### src/rtl/program_sequencer.sv
// Fetch/execute controller: holds the PC, fetches instruction words over req/ack, strobes execute.
// Latency: min 2 cycles per instruction (FETCH with same-cycle ack, then one EXEC cycle).
// Backpressure: waits in FETCH with PM_Req high and PC stable until PM_Ack; no timeout.
//
// Ports:
//   Clk, Rst_n          clock (rising edge), asynchronous active-low reset
//   Start, Halt_Req     begin/resume fetching; request a stop after the current instruction
//   Jump_En, Jump_Addr  branch request and target, honoured only in EXEC
//   PM_Addr, PM_Req     program memory address (always PC) and fetch request
//   PM_Ack, PM_Data     memory response: word valid this cycle
//   Ins, Exec_En        latched instruction and one-cycle execute strobe for the decoder
//   Busy, Halted        status: FETCH/EXEC, HALT
//   Retired             saturating count of executed instructions
module program_sequencer #(
  parameter int PC_W     = 8,
  parameter int INS_W    = 15,
  parameter int RESET_PC = 0,
  parameter int CNT_W    = 16
) (
  input  logic             Clk,
  input  logic             Rst_n,
  input  logic             Start,
  input  logic             Halt_Req,
  input  logic             Jump_En,
  input  logic [PC_W-1:0]  Jump_Addr,
  output logic [PC_W-1:0]  PM_Addr,
  output logic             PM_Req,
  input  logic             PM_Ack,
  input  logic [INS_W-1:0] PM_Data,
  output logic [INS_W-1:0] Ins,
  output logic             Exec_En,
  output logic             Busy,
  output logic             Halted,
  output logic [CNT_W-1:0] Retired
);

  typedef enum logic [1:0] {
    S_IDLE  = 2'd0,
    S_FETCH = 2'd1,
    S_EXEC  = 2'd2,
    S_HALT  = 2'd3
  } state_t;

  state_t           state, state_nxt;
  logic [PC_W-1:0]  pc;
  logic             halt_pend;

  // Outputs decode straight from the state register so a reset assertion
  // drops PM_Req and Exec_En in the same cycle.
  assign PM_Addr = pc;
  assign PM_Req  = (state == S_FETCH);
  assign Exec_En = (state == S_EXEC);
  assign Busy    = (state == S_FETCH) || (state == S_EXEC);
  assign Halted  = (state == S_HALT);

  always_ff @(posedge Clk or negedge Rst_n) begin
    if (!Rst_n) begin
      state <= S_IDLE;
    end else begin
      state <= state_nxt;
    end
  end

  always_comb begin
    state_nxt = state;
    case (state)
      S_IDLE:  if (Start) state_nxt = S_FETCH;
      S_FETCH: if (PM_Ack) state_nxt = S_EXEC;
      // A Halt_Req arriving in EXEC itself also stops after this instruction.
      S_EXEC:  state_nxt = (halt_pend || Halt_Req) ? S_HALT : S_FETCH;
      S_HALT:  if (Start) state_nxt = S_FETCH;
      default: state_nxt = S_IDLE;
    endcase
  end

  always_ff @(posedge Clk or negedge Rst_n) begin
    if (!Rst_n) begin
      pc        <= PC_W'(RESET_PC);
      Ins       <= '0;
      Retired   <= '0;
      halt_pend <= 1'b0;
    end else begin
      if (state == S_FETCH && PM_Ack) begin
        Ins <= PM_Data;
      end

      // halt_pend is only armed during FETCH, so Start+Halt_Req in HALT
      // resumes cleanly without a stale stop request.
      if (state == S_FETCH && Halt_Req) begin
        halt_pend <= 1'b1;
      end else if (state == S_EXEC && state_nxt == S_HALT) begin
        halt_pend <= 1'b0;
      end

      if (state == S_EXEC) begin
        // Increment wraps modulo 2^PC_W by natural overflow.
        pc <= Jump_En ? Jump_Addr : pc + PC_W'(1);
        if (Retired != {CNT_W{1'b1}}) begin
          Retired <= Retired + CNT_W'(1);
        end
      end
    end
  end

endmodule

### config.mk
export PLATFORM = sky130hd
export DESIGN_NAME = program_sequencer
export DESIGN_NICKNAME = d
export VERILOG_FILES = /design/src/rtl/program_sequencer.sv
export SDC_FILE = /design/constraint.sdc
export NUM_CORES = 1
export LEC_CHECK = 0
export ABC_CLOCK_PERIOD_IN_PS = 3200
export CAP_MARGIN = 20
export CORE_MARGIN = 10
export CORE_UTILIZATION = 34
export DETAILED_ROUTE_END_ITERATION = 8
export HOLD_SLACK_MARGIN = 0.03
export PLACE_DENSITY = 0.74
export SETUP_SLACK_MARGIN = 0.15
export SYNTH_ARGS = -nofsm -noshare
export SYNTH_HDL_FRONTEND = slang
export SYNTH_SLANG_ARGS = --single-unit
### constraint.sdc
create_clock -name Clk -period 3.2 [get_ports Clk]
set_clock_uncertainty 0.05 [all_clocks]
set_input_delay 0.8 -clock Clk [delete_from_list [all_inputs] [get_ports Clk]]
set_output_delay 0.8 -clock Clk [all_outputs]
set_load 0.05 [all_outputs]
==> impl_metrics.yaml, run 1 <==
outcome:
  status: "finished clean"
timing:
  worst_pin_slew_ns: 0.938
  fmax_ghz: 0.356
  finalCritPeriodShare_pct: 87.7
  fin_hold_ws_ns: 0.457
  slew_viol_final: 0
  min_period_ns: 2.81
  fin_tns_setup_ns: 0
  relSlewSlack_pct: 37.5
  rsz0062_at_grt: "no"
  hold_viol: 0
  setup_violations: 0
logic_synthesis:
  yosysSeqAreaShare_pct: 50.7
  ys_top_cells_by_area: "dfrtp_1, mux2_2, ha_1"
  ys_ff_latch: 42
  ys_warn_count: 0
  synth_top_area_share_pct: 50.7
  avgSynthCellArea_sq_um: 11.3
  synthCells: 183
  synth_area_sq_mm: 0.00207
  syn-num-nets: 218
  synth_cell_type_count: 34
  synth_largest_area_cell: "dfrtp_1"
drt:
  num_vias: 1663
  drtAntennaViolNets: 0
  drcViolationCount: 0
  routedWlPerCell_um: 15.3
  detail_route.first_pass.iterations: 4
  viasPerCell: 5.02
  finalWirelength_mm: 5.06
  drt_iter0_markers: 32
setup_path:
  worstSetupPathType: "flip-flop to output port"
  timing.rr.end: "Retired[13]$_DFFE_PN0P_"
  r2r_slack_ns: 1.24
  cpMaxStageDelayCell: "clkdlybuf4s50_1"
  path_common_cell: "inv_1"
  crit_fanout: 5
  cp.arrival_ns: 1.96
  r2r_start: "state[0]$_DFF_PN0_"
  crit_family: "buffers and inverters"
  crit_buf_inv: 3
  crit_chain: "inv_1, ha_1, inv_1, clkdlybuf4s50_1"
  slowest_delay_ns: 0.79
  cp-start-kind: "flip-flop"
  required_ns: 2.35
  end_kind: "output port"
  rr_worst_depth: 6
placement:
  place_inst: 323
  gp_congestion: 0.792
  dp.final_hpwl_mm: 3.82
  io_buffers: 71
pwr:
  leakagePower_nw: 1.25
  ir_drop_mv: 0.561
  powerDensity_mw_per_mm2: 1020
  total_power_w: 0.00301
clock_tree:
  cts_root_buffer: "clkbuf_8"
  clockBufferDepth: 2
  postCtsSetupBuffers: 0
  clock_sinks: 42
  cts_made_buffers: 5
  cts_hold_buf: 0
  cts_max_level: 2
  ctsResizeCount: 0
  cts_tree: "done"
  clk_pin_slew_worst_paths_ns: 0.08
  clk_latency_ns: 0.29
global_route:
  grt_overflow: 0
  grt_use_total_pct: 10.3
  grt_max_degree: 43
  antenna_found_initial: 0
  grt_pass1_vias: 1602
  grt_pass1_wl_mm: 8.28
flow_run:
  maxCapViolations: 0
cells_and_area:
  diodes: 0
  stdcell_count: 331
  fin_nets: 290
  area_growth_pct: 41.4
  drive_above_1_share_pct: 12.5
  final_common_cell: "clkdlybuf4s50_1"
  layout_common_cells: "clkdlybuf4s50_1, dfrtp_1, mux2_2"
  fin_util_pct: 49.6
die:
  core-area_sq_mm: 0.00592
  dieArea_sq_mm: 0.00963
  io_pins: 72
  die_h_um: 98.1
  die_x_um: 98.1
  core.rowCount: 28
  initial_core_util_pct: 35.0
worst_hold_path:
  hold_path_startpoint: "Ins[2]$_DFFE_PN0P_"
  hold_end: "Ins[2]$_DFFE_PN0P_"
  hp-class: "flip-flop to flip-flop"
  hold_depth: 1
-- worst max-delay path by stage --
stage                            start                       to  slack, ns  cells past startpoint
finish              state[0]$_DFF_PN0_                     Busy       0.39                      4
global route        state[0]$_DFF_PN0_                     Busy       0.27                      4
CTS                 state[0]$_DFF_PN0_                     Busy       0.37                      4
detailed placement  state[0]$_DFF_PN0_                     Busy       0.71                      4
global placement    state[0]$_DFF_PN0_                     Busy       0.73                      4
floorplan           state[0]$_DFF_PN0_  Retired[13]$_DFFE_PN0P_       1.11                      7
-- power by group --
group,switching (W),leakage (nW),internal [W]
clock network,0.000179,0.0482,0.000174
logic,0.00111,0.686,0.000630
registers,0.000181,0.519,0.000732
-- layer usage --
layer / part of all wire, % / GRT usage (%) / wire length [um] / vias to the layer above
li1: - / - / - / 811
met5: 0 / 0 / 0 / -
met3: 8.2 / 4.86 / 417 / 4
met1: 46 / 13.3 / 2340 / 793
met4: 0.61 / 2.68 / 31 / 0
met2: 45 / 15.0 / 2260 / 55
-- area by class of cell --
type	instances	area, sq um
Clock inverter	1	5.00
Timing Repair Buffer	72	711
Clock buffer	7	86.3
Inverter	4	15.0
Multi-Input combinational cell	130	972
Tap cell	75	93.8
Sequential cell	42	1050
Fill cell	550	2990
-- flip-flops by register name, indices dropped and copies added (netlist names) --
| register | count |
|---|---|
| Ins | 15 |
| Retired | 16 |
| PM_Addr | 8 |
| halt_pend | 1 |
| state | 2 |
-- cell families after synthesis --
group,Yosys count,synth area share (%)
adder cells (fa/ha/maj),6,3.62
AO/OA/AOI/OAI,34,10.6
AND/OR/NAND/NOR,57,16.3
XOR/XNOR,11,4.64
buffers and inverters,11,2.47
flip-flops,42,50.7
multiplexers,22,11.7
-- metrics by stage --
step / area [sq um] / setup WS, ns
6_report: 2930 / 0.395
4_1_cts: 2930 / 0.373
3_5_place_dp: 2840 / 0.711
2_1_floorplan: 2070 / 1.11
5_1_grt: 2930 / 0.271
3_3_place_gp: 2840 / 0.734
-- synth_stat cells --
cell and n:
dfrtp_1 42, mux2_2 15, nand2_1 14, a21oi_1 13, nor2_1 10, xnor2_1 8, nand3_1 7, nand4_1 7
a22o_1 6, ha_1 6, o21ai_0 5, and4_1 4, inv_1 4, mux2i_1 4, and3_1 3, clkbuf_1 3
mux2_1 3, xor2_1 3, a31o_1 2, a31o_2 2, buf_2 2, buf_4 2, nand2b_1 2, nand4_2 2
nor2b_1 2, nor3_1 2, o21ai_1 2, o31ai_1 2, and3_2 1, nand4_4 1, nor4_1 1, nor4_4 1
o211ai_1 1, o22a_1 1
(Power assumes the default switching activity.)
==> inputs of run 2 (changes only) <==
--- a/config.mk
+++ b/config.mk
@@ -7,12 +7,15 @@
 export LEC_CHECK = 0
 export ABC_CLOCK_PERIOD_IN_PS = 3200
 export CAP_MARGIN = 20
+export CELL_PAD_IN_SITES_DETAIL_PLACEMENT = 0
+export CELL_PAD_IN_SITES_GLOBAL_PLACEMENT = 1
 export CORE_MARGIN = 10
 export CORE_UTILIZATION = 34
 export DETAILED_ROUTE_END_ITERATION = 8
 export HOLD_SLACK_MARGIN = 0.03
-export PLACE_DENSITY = 0.74
+export PLACE_DENSITY = 0.9
 export SETUP_SLACK_MARGIN = 0.15
 export SYNTH_ARGS = -nofsm -noshare
 export SYNTH_HDL_FRONTEND = slang
 export SYNTH_SLANG_ARGS = --single-unit
+export TNS_END_PERCENT = 100
==> run 2 against run 1 <==
Effect of this change:
- fmax barely moved
- sequential share of layout area is 0.23 points lower
- worst hold slack improved by 0.00069 ns
- non-clock buffer count unchanged
- via count is 0.72% lower
- setup slack worse by 0.0015 ns
==> impl_metrics.yaml, run 2 (same netlist as run 1, synthesis figures left out) <==
setup_path:
  cp.arrival_ns: 1.96
  end_kind: "output port"
  required_ns: 2.35
  cp-start-kind: "flip-flop"
  crit_fanout: 5
  worstSetupPathType: "flip-flop to output port"
timing:
  worst_pin_slew_ns: 0.951
  setup_violations: 0
  rsz0062_at_grt: "no"
  slew_viol_final: 0
  fin_tns_setup_ns: 0
  min_period_ns: 2.81
  hold_viol: 0
  fin_hold_ws_ns: 0.458
  fmax_ghz: 0.356
  relSlewSlack_pct: 36.6
  finalCritPeriodShare_pct: 87.7
pwr:
  powerDensity_mw_per_mm2: 1040
  ir_drop_mv: 0.461
  p_clk_share_pct: 13.6
  switchingPower_w: 0.00148
  power.share.sequential_pct: 29.6
  swShare_pct: 48.1
  combPwrFrac_pct: 56.9
  internal_power_w: 0.00160
  leakagePower_nw: 1.26
clock_tree:
  cts_made_buffers: 5
  ctsResizeCount: 0
  cts_max_level: 2
  cts_hold_buf: 0
  cts_tree: "done"
  clk_latency_ns: 0.29
  clock_sinks: 42
  clk_pin_slew_worst_paths_ns: 0.08
  clockBufferDepth: 2
  cts_root_buffer: "clkbuf_8"
  postCtsSetupBuffers: 0
cells_and_area:
  largest_register: "Retired"
  diodes: 0
  area_growth_pct: 42.3
  largest_register_ffs: 16
  fin_nets: 290
  layout_common_cells: "clkdlybuf4s50_1, dfrtp_1, mux2_2"
  final_common_cell: "clkdlybuf4s50_1"
  drive_above_1_share_pct: 12.5
  fin_util_pct: 49.9
die:
  die_x_um: 98.1
  dieArea_sq_mm: 0.00963
  core.rowCount: 28
  initial_core_util_pct: 35.0
  core-area_sq_mm: 0.00592
  io_pins: 72
  die_h_um: 98.1
drt:
  finalWirelength_mm: 5.12
  detail_route.first_pass.iterations: 4
  drcViolationCount: 0
  viasPerCell: 4.99
  routedWlPerCell_um: 15.5
  num_vias: 1651
  drt_iter0_markers: 36
  drtAntennaViolNets: 0
placement:
  io_buffers: 71
  gp_congestion: 0.812
  dp.final_hpwl_mm: 3.83
global_route:
  use_met1_pct: 14.2
  grtUsageMet2_pct: 16.1
  grt_use_total_pct: 10.8
  antenna_found_initial: 0
  grt_pass1_wl_mm: 8.66
  grt_pass1_vias: 1645
  grt_max_degree: 43
  grt.busiest_layer: "met2"
  gr-usage-met3_pct: 4.09
  grt_overflow: 0
outcome:
  status: "finished clean"
worst_hold_path:
  hp-class: "flip-flop to flip-flop"
flow_run:
  maxCapViolations: 0
==> run 2: changes by cell type in the layout (fill, tap and decap cells not counted), sizes merged <==
cell,previous run,this run
clkbuf,7,6
clkinvlp,0,1
clkinv,1,0
bufinv,0,1
==> run 2: area by class of cell <==
cell class | instances | area [sq um]
Multi-Input combinational cell | 130 | 972
Clock inverter | 2 | 37.5
Fill cell | 562 | 2970
Clock buffer | 6 | 72.6
Timing Repair Buffer | 72 | 711
Tap cell | 75 | 93.8
Sequential cell | 42 | 1050
Inverter | 4 | 15.0
==> run 2: per-layer routing <==
metal	wire, um	vias to the layer above
met2	2310	49
met3	311	5
met5	0	-
met4	47	0
met1	2450	788
li1	-	809
==> run 2: worst max-delay path: stages (launching register included) <==
cell	delay, ns
dfrtp_1	0.42
inv_1	0.08
ha_1	0.32
inv_1	0.06
clkdlybuf4s50_1	0.79
==> run 2: power groups by stage <==
stage / sequential (W) / combinational, W / clock, W
4_1_cts: 0.000910 / 0.00177 / 0.000436
5_1_grt: 0.000948 / 0.00186 / 0.000465
3_3_place_gp: 0.000910 / 0.00174 / 0
3_5_place_dp: 0.000918 / 0.00177 / 0
2_1_floorplan: 0.00152 / 0.000564 / 0
6_report: 0.000908 / 0.00175 / 0.000416
==> run 2: path summary, 6_finish.rpt <==
| kind | depth (start not counted) | to | start | slack [ns] |
|---|---|---|---|---|
| min in group asynchronous | 1 | PM_Addr[3]$_DFFE_PN0P_ | Rst_n | 0.61 |
| setup / recovery | 4 | Busy | state[0]$_DFF_PN0_ | 0.39 |
| max in group asynchronous | 1 | Ins[2]$_DFFE_PN0P_ | Rst_n | 1.90 |
| setup reg to reg | 6 | Retired[13]$_DFFE_PN0P_ | state[0]$_DFF_PN0_ | 1.26 |
| hold reg to reg | 1 | Ins[1]$_DFFE_PN0P_ | Ins[1]$_DFFE_PN0P_ | 0.46 |
| hold / removal | 1 | Ins[1]$_DFFE_PN0P_ | Ins[1]$_DFFE_PN0P_ | 0.46 |
==> run 2: through the flow <==
stage | worst slack (ns) | power [W] | std cells | instance area [sq um]
2_1_floorplan | 1.11 | 0.00209 | 183 | 2070
3_3_place_gp | 0.730 | 0.00265 | 323 | 2840
3_5_place_dp | 0.700 | 0.00269 | 323 | 2840
4_1_cts | 0.372 | 0.00312 | 331 | 2950
5_1_grt | 0.266 | 0.00327 | 331 | 2950
6_report | 0.393 | 0.00307 | 331 | 2950
==> inputs of run 3 (changes only) <==
--- a/config.mk
+++ b/config.mk
@@ -15,6 +15,8 @@
 export HOLD_SLACK_MARGIN = 0.03
 export PLACE_DENSITY = 0.9
 export SETUP_SLACK_MARGIN = 0.15
+export SKIP_CTS_REPAIR_TIMING = 1
+export SLEW_MARGIN = 20
 export SYNTH_ARGS = -nofsm -noshare
 export SYNTH_HDL_FRONTEND = slang
 export SYNTH_SLANG_ARGS = --single-unit
==> results of run 3 <==
The final DEF is identical to that of run 2; final timing and power are the same.
